## src/rtl/riscv_pkg.sv

```systemverilog
// Shared RISC-V core types: XLEN, divider op codes and divider FSM states.
// Helpers classify div ops as signed and/or remainder-producing.
package riscv_pkg;

  localparam int XLEN = 32;

  typedef enum logic [1:0] {
    DIV  = 2'd0,
    DIVU = 2'd1,
    REM  = 2'd2,
    REMU = 2'd3
  } div_op_e;

  typedef enum logic [2:0] {
    IDLE,
    SETUP,
    RUN,
    FIXUP,
    DONE
  } div_state_e;

  function automatic logic div_is_signed(div_op_e op);
    return (op == DIV) || (op == REM);
  endfunction

  function automatic logic div_is_rem(div_op_e op);
    return (op == REM) || (op == REMU);
  endfunction

endpackage

```

## src/rtl/div_ctrl_if.sv

```systemverilog
// Divider request/result bundle between the pipeline and div_ctrl.
// master = issuing pipeline side, slave = divider side.
interface div_ctrl_if;
  import riscv_pkg::*;

  logic            req_v;
  logic            req_ready;
  div_op_e         req_op;
  logic [4:0]      req_rd;
  logic [XLEN-1:0] rs1_data;
  logic [XLEN-1:0] rs2_data;
  logic            flush;
  logic            stall;
  logic            done_v;
  logic [4:0]      done_rd;
  logic [XLEN-1:0] done_data;

  modport master (
    output req_v, req_op, req_rd,
    output rs1_data, rs2_data, flush,
    input  req_ready, stall,
    input  done_v, done_rd, done_data
  );

  modport slave (
    input  req_v, req_op, req_rd,
    input  rs1_data, rs2_data, flush,
    output req_ready, stall,
    output done_v, done_rd, done_data
  );

endinterface

```

## src/rtl/div_step.sv

```systemverilog
// One restoring-division step: 33-bit trial subtract of the divisor
// from {rem, dividend msb}, quotient bit select and next remainder.
module div_step #(
  parameter int XLEN = 32
) (
  input  logic [XLEN-1:0] rem,
  input  logic            msb,
  input  logic [XLEN-1:0] dvs,
  output logic [XLEN-1:0] rem_nxt,
  output logic            q_bit
);

  logic [XLEN-1:0] low;
  logic [XLEN-1:0] diff;
  logic            borrow;

  // rem[XLEN-1] set means the 33-bit partial exceeds any 32-bit divisor,
  // and the low-word difference is then already the exact remainder.
  assign low = {rem[XLEN-2:0], msb};
  assign {borrow, diff} = {1'b0, low} - {1'b0, dvs};
  assign q_bit = rem[XLEN-1] | ~borrow;
  assign rem_nxt = q_bit ? diff : low;

endmodule

```

## src/rtl/div_ctrl.sv

```systemverilog
// Iterative radix-2 restoring divider for DIV/DIVU/REM/REMU, 35-cycle latency.
// Build option DIV_SPECIAL_BYPASS_EN: div-by-zero/overflow skip to DONE.
module div_ctrl #(
  parameter int XLEN  = 32,
  parameter int CNT_W = 5
) (
  input  logic     clk,
  input  logic     reset,
  div_ctrl_if.slave bus
);
  import riscv_pkg::*;

  localparam logic [CNT_W-1:0] LAST = CNT_W'(XLEN - 1);
  localparam logic [XLEN-1:0] MIN_INT = {1'b1, {(XLEN-1){1'b0}}};

  div_state_e state_q;
  div_state_e state_d;

  div_op_e          op_q;
  logic [4:0]       rd_q;
  logic             sgn_q;
  logic             s1_q;
  logic             s2_q;
  logic             dbz_q;
  logic [XLEN-1:0]  quo_q;
  logic [XLEN-1:0]  dvs_q;
  logic [XLEN-1:0]  rem_q;
  logic [XLEN-1:0]  res_q;
  logic [CNT_W-1:0] cnt_q;
  logic [XLEN-1:0]  hold_data_q;
  logic [4:0]       hold_rd_q;

  logic            accept;
  logic            bypass;
  logic [XLEN-1:0] rem_nxt;
  logic            q_bit;
  logic [XLEN-1:0] q_fix;
  logic [XLEN-1:0] r_fix;

`ifdef DIV_SPECIAL_BYPASS_EN
  logic            dbz_req;
  logic            ovf_req;
  logic [XLEN-1:0] byp_res;

  assign dbz_req = bus.rs2_data == '0;
  assign ovf_req = div_is_signed(bus.req_op)
                 & (bus.rs1_data == MIN_INT)
                 & (&bus.rs2_data);
  assign bypass = dbz_req | ovf_req;

  always_comb begin
    byp_res = '0;
    if (dbz_req)
      byp_res = div_is_rem(bus.req_op) ? bus.rs1_data : '1;
    else
      byp_res = div_is_rem(bus.req_op) ? '0 : MIN_INT;
  end
`else
  assign bypass = 1'b0;
`endif

  div_step #(.XLEN(XLEN)) u_step (
    .rem     (rem_q),
    .msb     (quo_q[XLEN-1]),
    .dvs     (dvs_q),
    .rem_nxt (rem_nxt),
    .q_bit   (q_bit)
  );

  always_ff @(posedge clk or posedge reset) begin
    if (reset) state_q <= IDLE;
    else       state_q <= state_d;
  end

  always_comb begin
    state_d       = state_q;
    accept        = 1'b0;
    bus.req_ready = 1'b0;
    bus.done_v    = 1'b0;
    unique case (state_q)
      IDLE: begin
        bus.req_ready = ~bus.flush;
        accept = bus.req_v & ~bus.flush;
        if (accept) state_d = bypass ? DONE : SETUP;
      end
      SETUP: state_d = RUN;
      RUN: if (cnt_q == LAST) state_d = FIXUP;
      FIXUP: state_d = DONE;
      DONE: begin
        bus.done_v = ~bus.flush;
        state_d = IDLE;
      end
      default: state_d = IDLE;
    endcase
    if (bus.flush) state_d = IDLE;
    bus.stall = (state_q != IDLE) | accept;
  end

  assign q_fix = (sgn_q & (s1_q ^ s2_q) & ~dbz_q)
               ? -quo_q : quo_q;
  assign r_fix = (sgn_q & s1_q) ? -rem_q : rem_q;

  // The dividend register shifts left and collects quotient bits.
  always_ff @(posedge clk or posedge reset) begin
    if (reset) begin
      op_q        <= DIV;
      rd_q        <= '0;
      sgn_q       <= 1'b0;
      s1_q        <= 1'b0;
      s2_q        <= 1'b0;
      dbz_q       <= 1'b0;
      quo_q       <= '0;
      dvs_q       <= '0;
      rem_q       <= '0;
      res_q       <= '0;
      cnt_q       <= '0;
      hold_data_q <= '0;
      hold_rd_q   <= '0;
    end else begin
      if (accept) begin
        op_q  <= bus.req_op;
        rd_q  <= bus.req_rd;
        sgn_q <= div_is_signed(bus.req_op);
        s1_q  <= bus.rs1_data[XLEN-1];
        s2_q  <= bus.rs2_data[XLEN-1];
        dbz_q <= bus.rs2_data == '0;
        quo_q <= bus.rs1_data;
        dvs_q <= bus.rs2_data;
`ifdef DIV_SPECIAL_BYPASS_EN
        if (bypass) res_q <= byp_res;
`endif
      end
      unique case (state_q)
        SETUP: begin
          if (sgn_q && s1_q) quo_q <= -quo_q;
          if (sgn_q && s2_q) dvs_q <= -dvs_q;
          rem_q <= '0;
          cnt_q <= '0;
        end
        RUN: begin
          quo_q <= {quo_q[XLEN-2:0], q_bit};
          rem_q <= rem_nxt;
          cnt_q <= cnt_q + 1'b1;
        end
        FIXUP: res_q <= div_is_rem(op_q) ? r_fix : q_fix;
        default: ;
      endcase
      if (bus.done_v) begin
        hold_data_q <= res_q;
        hold_rd_q   <= rd_q;
      end
    end
  end

  assign bus.done_data = bus.done_v ? res_q : hold_data_q;
  assign bus.done_rd   = bus.done_v ? rd_q : hold_rd_q;

endmodule

```

## src/flat_wrapper.sv

```systemverilog
// flat-port wrapper written by rule: the top's interface ports become plain ports
module div_ctrl_flat import riscv_pkg::*;
#(
  parameter int XLEN  = 32,
  parameter int CNT_W = 5
)
  (clk, reset, bus_req_v, bus_req_op, bus_req_rd, bus_rs1_data, bus_rs2_data, bus_flush, bus_req_ready, bus_stall, bus_done_v, bus_done_rd, bus_done_data);
  div_ctrl_if bus_i ();
  input  logic clk;
  input  logic reset;
  input wire logic [$bits(bus_i.req_v)-1:0] bus_req_v;
  input wire logic [$bits(bus_i.req_op)-1:0] bus_req_op;
  input wire logic [$bits(bus_i.req_rd)-1:0] bus_req_rd;
  input wire logic [$bits(bus_i.rs1_data)-1:0] bus_rs1_data;
  input wire logic [$bits(bus_i.rs2_data)-1:0] bus_rs2_data;
  input wire logic [$bits(bus_i.flush)-1:0] bus_flush;
  output wire logic [$bits(bus_i.req_ready)-1:0] bus_req_ready;
  output wire logic [$bits(bus_i.stall)-1:0] bus_stall;
  output wire logic [$bits(bus_i.done_v)-1:0] bus_done_v;
  output wire logic [$bits(bus_i.done_rd)-1:0] bus_done_rd;
  output wire logic [$bits(bus_i.done_data)-1:0] bus_done_data;
  assign bus_i.req_v = bus_req_v;
  assign bus_i.req_op = bus_req_op;
  assign bus_i.req_rd = bus_req_rd;
  assign bus_i.rs1_data = bus_rs1_data;
  assign bus_i.rs2_data = bus_rs2_data;
  assign bus_i.flush = bus_flush;
  assign bus_req_ready = bus_i.req_ready;
  assign bus_stall = bus_i.stall;
  assign bus_done_v = bus_i.done_v;
  assign bus_done_rd = bus_i.done_rd;
  assign bus_done_data = bus_i.done_data;
  div_ctrl #(.XLEN(XLEN), .CNT_W(CNT_W)) u_core (.clk(clk), .reset(reset), .bus(bus_i));
endmodule
```

## config.mk

```make
export PLATFORM = sky130hd
export DESIGN_NAME = div_ctrl_flat
export DESIGN_NICKNAME = d
export VERILOG_FILES = /design/src/rtl/riscv_pkg.sv /design/src/rtl/div_ctrl_if.sv /design/src/rtl/div_step.sv /design/src/rtl/div_ctrl.sv /design/src/flat_wrapper.sv
export SDC_FILE = /design/constraint.sdc
export NUM_CORES = 1
export LEC_CHECK = 0
export CORE_MARGIN = 2
export CORE_UTILIZATION = 30
export CTS_BUF_LIST = sky130_fd_sc_hd__clkbuf_4 sky130_fd_sc_hd__clkbuf_8 sky130_fd_sc_hd__clkbuf_16
export DETAILED_ROUTE_END_ITERATION = 8
export DONT_BUFFER_PORTS = 1
export HOLD_SLACK_MARGIN = 0.02
export PLACE_DENSITY = 0.55
export SLEW_MARGIN = 20
export SYNTH_ARGS = -nofsm -noshare
export SYNTH_HDL_FRONTEND = slang
export SYNTH_SLANG_ARGS = --single-unit
```

## constraint.sdc

```tcl
create_clock -name clk -period 10.5 [get_ports clk]
set_clock_uncertainty 0.1 [all_clocks]
set_input_delay 1.575 -clock clk [delete_from_list [all_inputs] [get_ports clk]]
set_output_delay 1.575 -clock clk [all_outputs]
set_load 0.05 [all_outputs]
```

==> results of run 1 <==
cell usage in the layout (no fill, tap or decap), drive strengths merged, types with 4 or more instances in the layout:
master / instances
nand4: 12
mux2: 37
and2: 7
ha: 37
a21oi: 135
nor4: 25
nand3: 35
nor2b: 7
mux2i: 34
nand3b: 6
o21bai: 4
o32ai: 9
a32oi: 8
or3: 17
nor2: 114
dfrtp: 183
a211oi: 5
xor2: 56
a31oi: 6
clkbuf: 17
nor3b: 4
nand2b: 9
xnor2: 41
o211ai: 5
nand2: 206
a311oi: 4
a22o: 4
nor3: 28
a21o: 12
buf: 16
o21a: 5
and3: 13
o21ai: 170
or4: 10
o31ai: 12
inv: 56
clkinv: 5
o221ai: 6
power by group through the flow:
stage | registers, W | logic (W) | clock network (W)
after floorplan | 0.000966 | 0.000762 | 0
after global placement | 0.00106 | 0.000877 | 0
after detailed placement | 0.00107 | 0.000890 | 0
after CTS | 0.00105 | 0.000893 | 0.000681
after global routing | 0.00108 | 0.00101 | 0.000709
final | 0.00105 | 0.000892 | 0.000666
cells by family after synthesis:
| kind of cell | after synthesis | share of synthesized area [%] |
|---|---|---|
| muxes | 71 | 6.27 |
| DFF | 183 | 37.9 |
| AOI/OAI and AO/OA | 410 | 20.3 |
| buffers and inverters | 142 | 4.69 |
| adders and majority gates | 38 | 4.00 |
| and+or+nand+nor | 504 | 19.7 |
| xor gates and xnor gates | 97 | 7.04 |
per-layer routing:
layer	wire length [um]	vias up	part of all wire (%)	global-route usage, %
li1	-	5015	-	-
met1	17900	4900	51	25.2
met2	14400	285	41	24.2
met3	2170	32	6.2	4.17
met4	393	2	1.1	3.65
met5	17	-	0.049	0
worst reg2reg max path: stages (launching register included):
cell and delay (ps):
sky130_fd_sc_hd__dfrtp_1 380, sky130_fd_sc_hd__inv_1 200, sky130_fd_sc_hd__ha_1 230, sky130_fd_sc_hd__fa_1 210, sky130_fd_sc_hd__nand2b_1 150, sky130_fd_sc_hd__a211oi_1 100, sky130_fd_sc_hd__o21ai_1 340, sky130_fd_sc_hd__a31oi_1 260
sky130_fd_sc_hd__o41ai_4 350, sky130_fd_sc_hd__nor3_2 110, sky130_fd_sc_hd__o31ai_4 260, sky130_fd_sc_hd__buf_4 470, sky130_fd_sc_hd__nand2b_1 510, sky130_fd_sc_hd__o311ai_1 170
cell type report:
class / instances / area share (%)
Tap cell: 525 / 5.02
Clock buffer: 17 / 3.25
Clock inverter: 14 / 1.23
Timing Repair Buffer: 16 / 0.947
Sequential cell: 183 / 35.0
Inverter: 49 / 1.46
Multi-Input combinational cell: 1120 / 53.1
state kept, by name, summed over array words and instances, names as in the netlist:
signal and cells:
u_core.rd_q 5, u_core.s2_q 1, u_core.dvs_q 32, u_core.dbz_q 1
u_core.hold_data_q 32, u_core.state_q 3, u_core.cnt_q 5, u_core.hold_rd_q 5
u_core.rem_q 32, u_core.quo_q 32, u_core.sgn_q 1, u_core.op_q 1
u_core.res_q 32, u_core.s1_q 1
final timing paths:
| path | from | to | depth (start not counted) |
|---|---|---|---|
| max | bus_flush | bus_done_data[0] | 3 |
| min | u_core.rd_q[4] | u_core.rd_q[4] | 2 |
| min in group asynchronous | reset | u_core.hold_data_q[9] | 1 |
| max in group asynchronous | reset | u_core.dvs_q[31] | 2 |
| max reg2reg | u_core.quo_q[31] | u_core.quo_q[0] | 13 |
| min reg2reg | u_core.rd_q[4] | u_core.rd_q[4] | 2 |
synthesized netlist by cell type, drive strengths merged, types with 5 or more instances:
cell,count,share of area (%)
a21o,12,0.75
mux2i,34,2.8
a32oi,8,0.58
nor2,114,3.6
a31oi,6,0.31
ha,37,3.8
and3,13,0.72
o221ai,6,0.44
nand3b,6,0.37
o32ai,9,0.65
a211oi,5,0.31
nand2b,9,0.47
a21oi,135,5.7
o21a,5,0.31
nor4,25,1.5
xnor2,41,3.0
xor2,56,4.1
inv,49,1.5
and2,7,0.36
nor2b,7,0.36
nor3,28,1.4
nand3,35,1.5
nand4,12,0.62
or4,10,0.62
o21ai,170,7.0
or3,17,0.88
nand2,206,6.4
dfrtp,183,38
o211ai,5,0.31
o31ai,12,0.86
mux2,37,3.5
buf,14,0.70
clkbuf,79,2.5
per-stage QoR:
| step | utilization [%] | total power (W) | worst slack (ps) |
|---|---|---|---|
| 2_1_floorplan | - | 0.00173 | 3850 |
| 3_3_place_gp | 31.5 | 0.00194 | 6020 |
| 3_5_place_dp | 31.5 | 0.00196 | 6010 |
| 4_1_cts | 32.9 | 0.00263 | 6010 |
| 5_1_grt | 32.9 | 0.00280 | 5950 |
| 6_report | 32.9 | 0.00261 | 6030 |
==> impl_metrics.prom, run 1 <==
# TYPE chip_impl_metric gauge
chip_impl_metric{name="via_count_of_the_first_global_routing_pass",unit=""} 9738
chip_impl_metric{name="grt_use_total",unit="%"} 16.8
chip_impl_info{name="clock_tree_from_tritoncts",value="done"} 1
chip_impl_metric{name="detail-route-antenna-nets",unit=""} 0
chip_impl_metric{name="internal_power",unit="W"} 0.00153
chip_impl_metric{name="pwr-share-comb",unit="%"} 34.1
chip_impl_metric{name="routed-via-count",unit=""} 10200
chip_impl_info{name="critical_path.cell_chain",value="nor4b_2 > buf_4 > mux2_2"} 1
chip_impl_metric{name="post_route_cells_drive_above_1_share",unit="%"} 8.08
chip_impl_info{name="critical-path-top-delay-family",value="multiplexers"} 1
chip_impl_metric{name="clkSlewWorstSetupHoldPaths",unit="ps"} 70
chip_impl_metric{name="final-instance-count-excl-fill",unit=""} 1924
chip_impl_metric{name="leakage",unit="nW"} 5.82
chip_impl_metric{name="via_per_inst",unit=""} 5.32
chip_impl_info{name="run_status",value="finished, final reports clean"} 1
chip_impl_metric{name="drv_cap",unit=""} 0
chip_impl_metric{name="finish.instance_area",unit="sq mm"} 0.0131
chip_impl_info{name="critPathSlowestCell",value="sky130_fd_sc_hd__mux2_2"} 1
chip_impl_metric{name="first_pass_grt_wire_length",unit="um"} 55100
chip_impl_metric{name="place_hpwl",unit="um"} 25300
chip_impl_metric{name="start_util",unit="%"} 30.4
chip_impl_metric{name="fin_worst_hold_slack",unit="ps"} 381
chip_impl_metric{name="multi_input_gate_area_in_the_final_layout",unit="sq mm"} 0.00694
chip_impl_metric{name="die_w",unit="um"} 205
chip_impl_metric{name="io-pin-count",unit=""} 115
chip_impl_metric{name="pwr-share-clk",unit="%"} 25.5
chip_impl_metric{name="routed_wl",unit="um"} 34900
chip_impl_metric{name="core.rowCount",unit=""} 73
chip_impl_info{name="crit_path_end_kind",value="output pin"} 1
chip_impl_metric{name="max_root_sink_buffers",unit=""} 2
chip_impl_metric{name="cp_slowest_stage_delay",unit="ps"} 530
chip_impl_metric{name="synth.yosys.seq_area_share",unit="%"} 37.9
chip_impl_metric{name="grt_start_max_net_pins",unit=""} 131
chip_impl_metric{name="port_buffers",unit=""} 0
chip_impl_info{name="cts-root-buf",value="sky130_fd_sc_hd__clkbuf_16"} 1
chip_impl_metric{name="max_slew_margin",unit="%"} 20.2
chip_impl_metric{name="ys_async_sr_fraction",unit="%"} 100
chip_impl_metric{name="vdd_drop_max",unit="mV"} 0.110
chip_impl_metric{name="rrSetupSlack",unit="ps"} 6500
chip_impl_info{name="grt_setup_unrepaired",value="no"} 1
chip_impl_info{name="ys_dominant_reg_cell",value="sky130_fd_sc_hd__dfrtp_1"} 1
chip_impl_metric{name="critPathBufInv",unit=""} 1
chip_impl_metric{name="crit_required",unit="ps"} 8830
chip_impl_metric{name="synthesis.instances",unit=""} 1445
chip_impl_metric{name="register_cell_area_after_layout",unit="sq mm"} 0.00458
chip_impl_metric{name="cts-htree-levels",unit=""} 4
chip_impl_metric{name="global_route.overflow_total",unit=""} 0
chip_impl_metric{name="tritoncts.num_buffers",unit=""} 17
chip_impl_metric{name="antenna_cell_count",unit=""} 0
chip_impl_metric{name="fillers",unit=""} 4164
chip_impl_info{name="critPathKind",value="in2out"} 1
chip_impl_metric{name="drt_first_pass_iters",unit=""} 4
chip_impl_metric{name="route.detailed.wl_per_inst",unit="um"} 18.1
chip_impl_metric{name="power_per_cell_area",unit="mW/mm^2"} 200
chip_impl_metric{name="area_growth",unit="%"} 8.41
chip_impl_metric{name="synth_cell_type_count",unit=""} 79
chip_impl_metric{name="gp_congestion",unit=""} 0.866
chip_impl_metric{name="min_period_over_period",unit="%"} 42.6
chip_impl_metric{name="fin_nets",unit=""} 1500
chip_impl_metric{name="core",unit="sq mm"} 0.0397
chip_impl_metric{name="critPathMaxFanout",unit=""} 38
chip_impl_info{name="worstHoldPathType",value="reg2reg"} 1
chip_impl_metric{name="drv_slew",unit=""} 0
chip_impl_metric{name="chipHeight",unit="um"} 205
chip_impl_metric{name="postSynthRegisterBits",unit=""} 183
chip_impl_metric{name="sequentialPowerShare",unit="%"} 40.4
chip_impl_metric{name="setup_tns",unit="ps"} 0
chip_impl_metric{name="p_switching",unit="W"} 0.00108
chip_impl_metric{name="route.detailed.drc",unit=""} 0
chip_impl_info{name="start_kind",value="input pin"} 1
chip_impl_metric{name="syn-cell-area",unit="sq mm"} 0.0121
chip_impl_metric{name="worst_pin_slew",unit="ps"} 1190
chip_impl_metric{name="switching_share",unit="%"} 41.3
chip_impl_metric{name="yosys_warnings",unit=""} 0
chip_impl_metric{name="cts_resized",unit=""} 0
chip_impl_metric{name="hold_viol",unit=""} 0
chip_impl_metric{name="place.detailed.instances",unit=""} 1893
chip_impl_metric{name="fmaxAchievable",unit="MHz"} 224
chip_impl_metric{name="clk_latency",unit="ps"} 460
chip_impl_metric{name="synth_edf_count",unit=""} 0
chip_impl_metric{name="initialDrtViolationCount",unit=""} 793
chip_impl_metric{name="clock_sinks",unit=""} 183
chip_impl_metric{name="postCtsHoldBufs",unit=""} 0
chip_impl_metric{name="die_area",unit="sq mm"} 0.0419
chip_impl_metric{name="syn_area_per_cell",unit="sq um"} 8.35
chip_impl_metric{name="place_area",unit="sq mm"} 0.0125
chip_impl_metric{name="period_minus_slack",unit="ps"} 4470
chip_impl_metric{name="critPathArrivalTime",unit="ps"} 2790
chip_impl_metric{name="synth_fp_nets",unit=""} 1558
chip_impl_metric{name="number_of_antenna_violations_at_the_first_check_in_global_routing",unit=""} 1
chip_impl_metric{name="setup-violations-final",unit=""} 0
chip_impl_metric{name="post_cts_buffers",unit=""} 0
Power figures use the tool's default switching activity.
==> inputs of run 2 (changes only) <==
Clock period 10.5 ns to 4.7 ns, I/O delays scaled along.
==> impl_metrics.prom, run 2 (synthesized netlist as in run 1, its figures left out) <==
# TYPE chip_impl_metric gauge
chip_impl_metric{name="period_minus_slack",unit="ps"} 3630
chip_impl_metric{name="place_hpwl",unit="um"} 26100
chip_impl_metric{name="pwr-share-clk",unit="%"} 24.9
chip_impl_metric{name="internal_power",unit="W"} 0.00342
chip_impl_metric{name="via_per_inst",unit=""} 5.35
chip_impl_metric{name="setup-violations-final",unit=""} 0
chip_impl_metric{name="leakage",unit="nW"} 5.85
chip_impl_info{name="most_common_cell_after_layout_fill_and_taps_aside",value="sky130_fd_sc_hd__nand2_1"} 1
chip_impl_metric{name="max_root_sink_buffers",unit=""} 2
chip_impl_info{name="run_status",value="finished, final reports clean"} 1
chip_impl_metric{name="io-pin-count",unit=""} 115
chip_impl_metric{name="sequentialPowerShare",unit="%"} 40.4
chip_impl_metric{name="drv_cap",unit=""} 0
chip_impl_metric{name="clk_latency",unit="ps"} 460
chip_impl_metric{name="grt_start_max_net_pins",unit=""} 110
chip_impl_metric{name="fin_nets",unit=""} 1506
chip_impl_metric{name="power_per_cell_area",unit="mW/mm^2"} 444
chip_impl_metric{name="via_count_of_the_first_global_routing_pass",unit=""} 9667
chip_impl_metric{name="post_cts_buffers",unit=""} 0
chip_impl_info{name="worstHoldPathType",value="in2async"} 1
chip_impl_metric{name="min_period_over_period",unit="%"} 77.2
chip_impl_metric{name="setup_slack",unit="ps"} 1070
chip_impl_metric{name="cts_resized",unit=""} 0
chip_impl_metric{name="pwr-share-comb",unit="%"} 34.7
chip_impl_metric{name="die_w",unit="um"} 205
chip_impl_metric{name="chipHeight",unit="um"} 205
chip_impl_metric{name="cts-htree-levels",unit=""} 4
chip_impl_metric{name="setup_tns",unit="ps"} 0
chip_impl_metric{name="routed-via-count",unit=""} 10300
chip_impl_metric{name="global_route.overflow_total",unit=""} 0
chip_impl_metric{name="first_pass_grt_wire_length",unit="um"} 55300
chip_impl_metric{name="critPathMaxFanout",unit=""} 27
chip_impl_metric{name="fmaxAchievable",unit="MHz"} 276
chip_impl_metric{name="port_buffers",unit=""} 0
chip_impl_metric{name="route.detailed.wl_per_inst",unit="um"} 18.3
chip_impl_metric{name="postCtsHoldBufs",unit=""} 0
chip_impl_metric{name="fin_worst_hold_slack",unit="ps"} 68.8
chip_impl_metric{name="grt_use_total",unit="%"} 16.8
chip_impl_metric{name="post_route_cells_drive_above_1_share",unit="%"} 8.53
chip_impl_metric{name="critPathArrivalTime",unit="ps"} 3860
chip_impl_metric{name="routed_wl",unit="um"} 35400
chip_impl_metric{name="core.rowCount",unit=""} 73
chip_impl_metric{name="detail-route-antenna-nets",unit=""} 0
chip_impl_metric{name="vdd_drop_max",unit="mV"} 0.222
chip_impl_metric{name="drt_first_pass_iters",unit=""} 5
chip_impl_metric{name="initialDrtViolationCount",unit=""} 701
chip_impl_metric{name="route.detailed.drc",unit=""} 0
chip_impl_metric{name="hold_viol",unit=""} 0
chip_impl_info{name="cts-root-buf",value="sky130_fd_sc_hd__clkbuf_16"} 1
chip_impl_metric{name="switching_share",unit="%"} 41.6
chip_impl_info{name="clock_tree_from_tritoncts",value="done"} 1
chip_impl_info{name="most_used_cells_in_the_layout_excluding_fill_and_tap_cells",value="sky130_fd_sc_hd__nand2_1 (205), sky130_fd_sc_hd__dfrtp_1 (182), sky130_fd_sc_hd__o21ai_0 (134)"} 1
chip_impl_metric{name="number_of_antenna_violations_at_the_first_check_in_global_routing",unit=""} 1
chip_impl_metric{name="worst_pin_slew",unit="ps"} 1040
chip_impl_info{name="grt_setup_unrepaired",value="no"} 1
chip_impl_metric{name="max_slew_margin",unit="%"} 30.6
chip_impl_metric{name="p_switching",unit="W"} 0.00243
chip_impl_info{name="crit_path_end_kind",value="flip-flop"} 1
chip_impl_metric{name="core",unit="sq mm"} 0.0397
chip_impl_metric{name="clock_sinks",unit=""} 183
chip_impl_metric{name="drv_slew",unit=""} 0
chip_impl_metric{name="die_area",unit="sq mm"} 0.0419
chip_impl_metric{name="clkSlewWorstSetupHoldPaths",unit="ps"} 80
chip_impl_metric{name="area_growth",unit="%"} 9.10
chip_impl_info{name="start_kind",value="flip-flop"} 1
chip_impl_metric{name="crit_required",unit="ps"} 4940
chip_impl_metric{name="tritoncts.num_buffers",unit=""} 17
chip_impl_metric{name="preCtsSetupSlack",unit="ps"} 1100
chip_impl_metric{name="gp_congestion",unit=""} 0.891
chip_impl_metric{name="start_util",unit="%"} 30.4
chip_impl_info{name="critPathKind",value="reg2reg"} 1
## run 2: cell count changes in the layout (fill, tap and decap cells not counted)
cell / previous run / this run
sky130_fd_sc_hd__diode_2: 0 / 1
sky130_fd_sc_hd__clkinv_8: 1 / 2
sky130_fd_sc_hd__inv_8: 7 / 6
sky130_fd_sc_hd__buf_12: 0 / 3
sky130_fd_sc_hd__clkinvlp_4: 1 / 3
sky130_fd_sc_hd__clkinv_2: 1 / 0
sky130_fd_sc_hd__buf_4: 15 / 18
sky130_fd_sc_hd__bufinv_16: 1 / 0
sky130_fd_sc_hd__clkbuf_8: 0 / 1
## run 2: worst paths after layout
check	from	endpoint	slack [ps]	depth (start not counted)
max	u_core.quo_q[31]	u_core.rem_q[22]	1070	13
min	reset	u_core.quo_q[12]	70	1
max reg2reg	u_core.quo_q[31]	u_core.rem_q[22]	1070	13
min reg2reg	u_core.rd_q[2]	u_core.rd_q[2]	370	2
max in group asynchronous	reset	u_core.res_q[18]	3380	2
min in group clk	bus_flush	u_core.state_q[2]	200	1
## run 2: per-layer routing
metal,global-route usage [%],wire length (um),vias up
met5,0,12,-
li1,-,-,5005
met2,24.1,14800,313
met3,4.84,2580,17
met1,25.1,17700,5000
met4,3.08,226,2
## run 2: worst max-delay path, stage by stage (launching register included)
cell                       delay (ps)
sky130_fd_sc_hd__dfrtp_1          360
sky130_fd_sc_hd__inv_1            110
sky130_fd_sc_hd__ha_1             240
sky130_fd_sc_hd__fa_1             400
sky130_fd_sc_hd__nand2b_1         190
sky130_fd_sc_hd__a211oi_1         290
sky130_fd_sc_hd__o21ai_1          210
sky130_fd_sc_hd__a31oi_1          390
sky130_fd_sc_hd__o41ai_4          130
sky130_fd_sc_hd__nor3_2           260
sky130_fd_sc_hd__o31ai_4          170
sky130_fd_sc_hd__buf_12           210
sky130_fd_sc_hd__o21bai_1         170
sky130_fd_sc_hd__a32o_1           250
## run 2: power groups by stage
stage | clock network [W] | registers (W) | logic (W)
floorplan | 0 | 0.00216 | 0.00170
global placement | 0 | 0.00239 | 0.00196
finish | 0.00146 | 0.00236 | 0.00203
CTS | 0.00149 | 0.00237 | 0.00200
detailed placement | 0 | 0.00240 | 0.00199
global route | 0.00155 | 0.00242 | 0.00228
## run 2: cell type report
cell class | count | area [sq um]
timing repair buffer | 22 | 206
antenna | 1 | 2.50
clock inverter | 14 | 150
fill | 4142 | 26600
multi-input combinational | 1120 | 6940
inverter | 49 | 188
clock buffer | 18 | 439
sequential | 183 | 4580
tap | 525 | 657
## run 2: through the flow
step,cell area [sq um],power (W),utilization [%],instances
4_1_cts,13100,0.00586,33.1,1930
3_5_place_dp,12600,0.00439,31.6,1898
5_1_grt,13200,0.00625,33.1,1931
2_1_floorplan,12100,0.00386,-,1445
3_3_place_gp,12600,0.00435,31.6,1898
6_report,13200,0.00585,33.1,1932
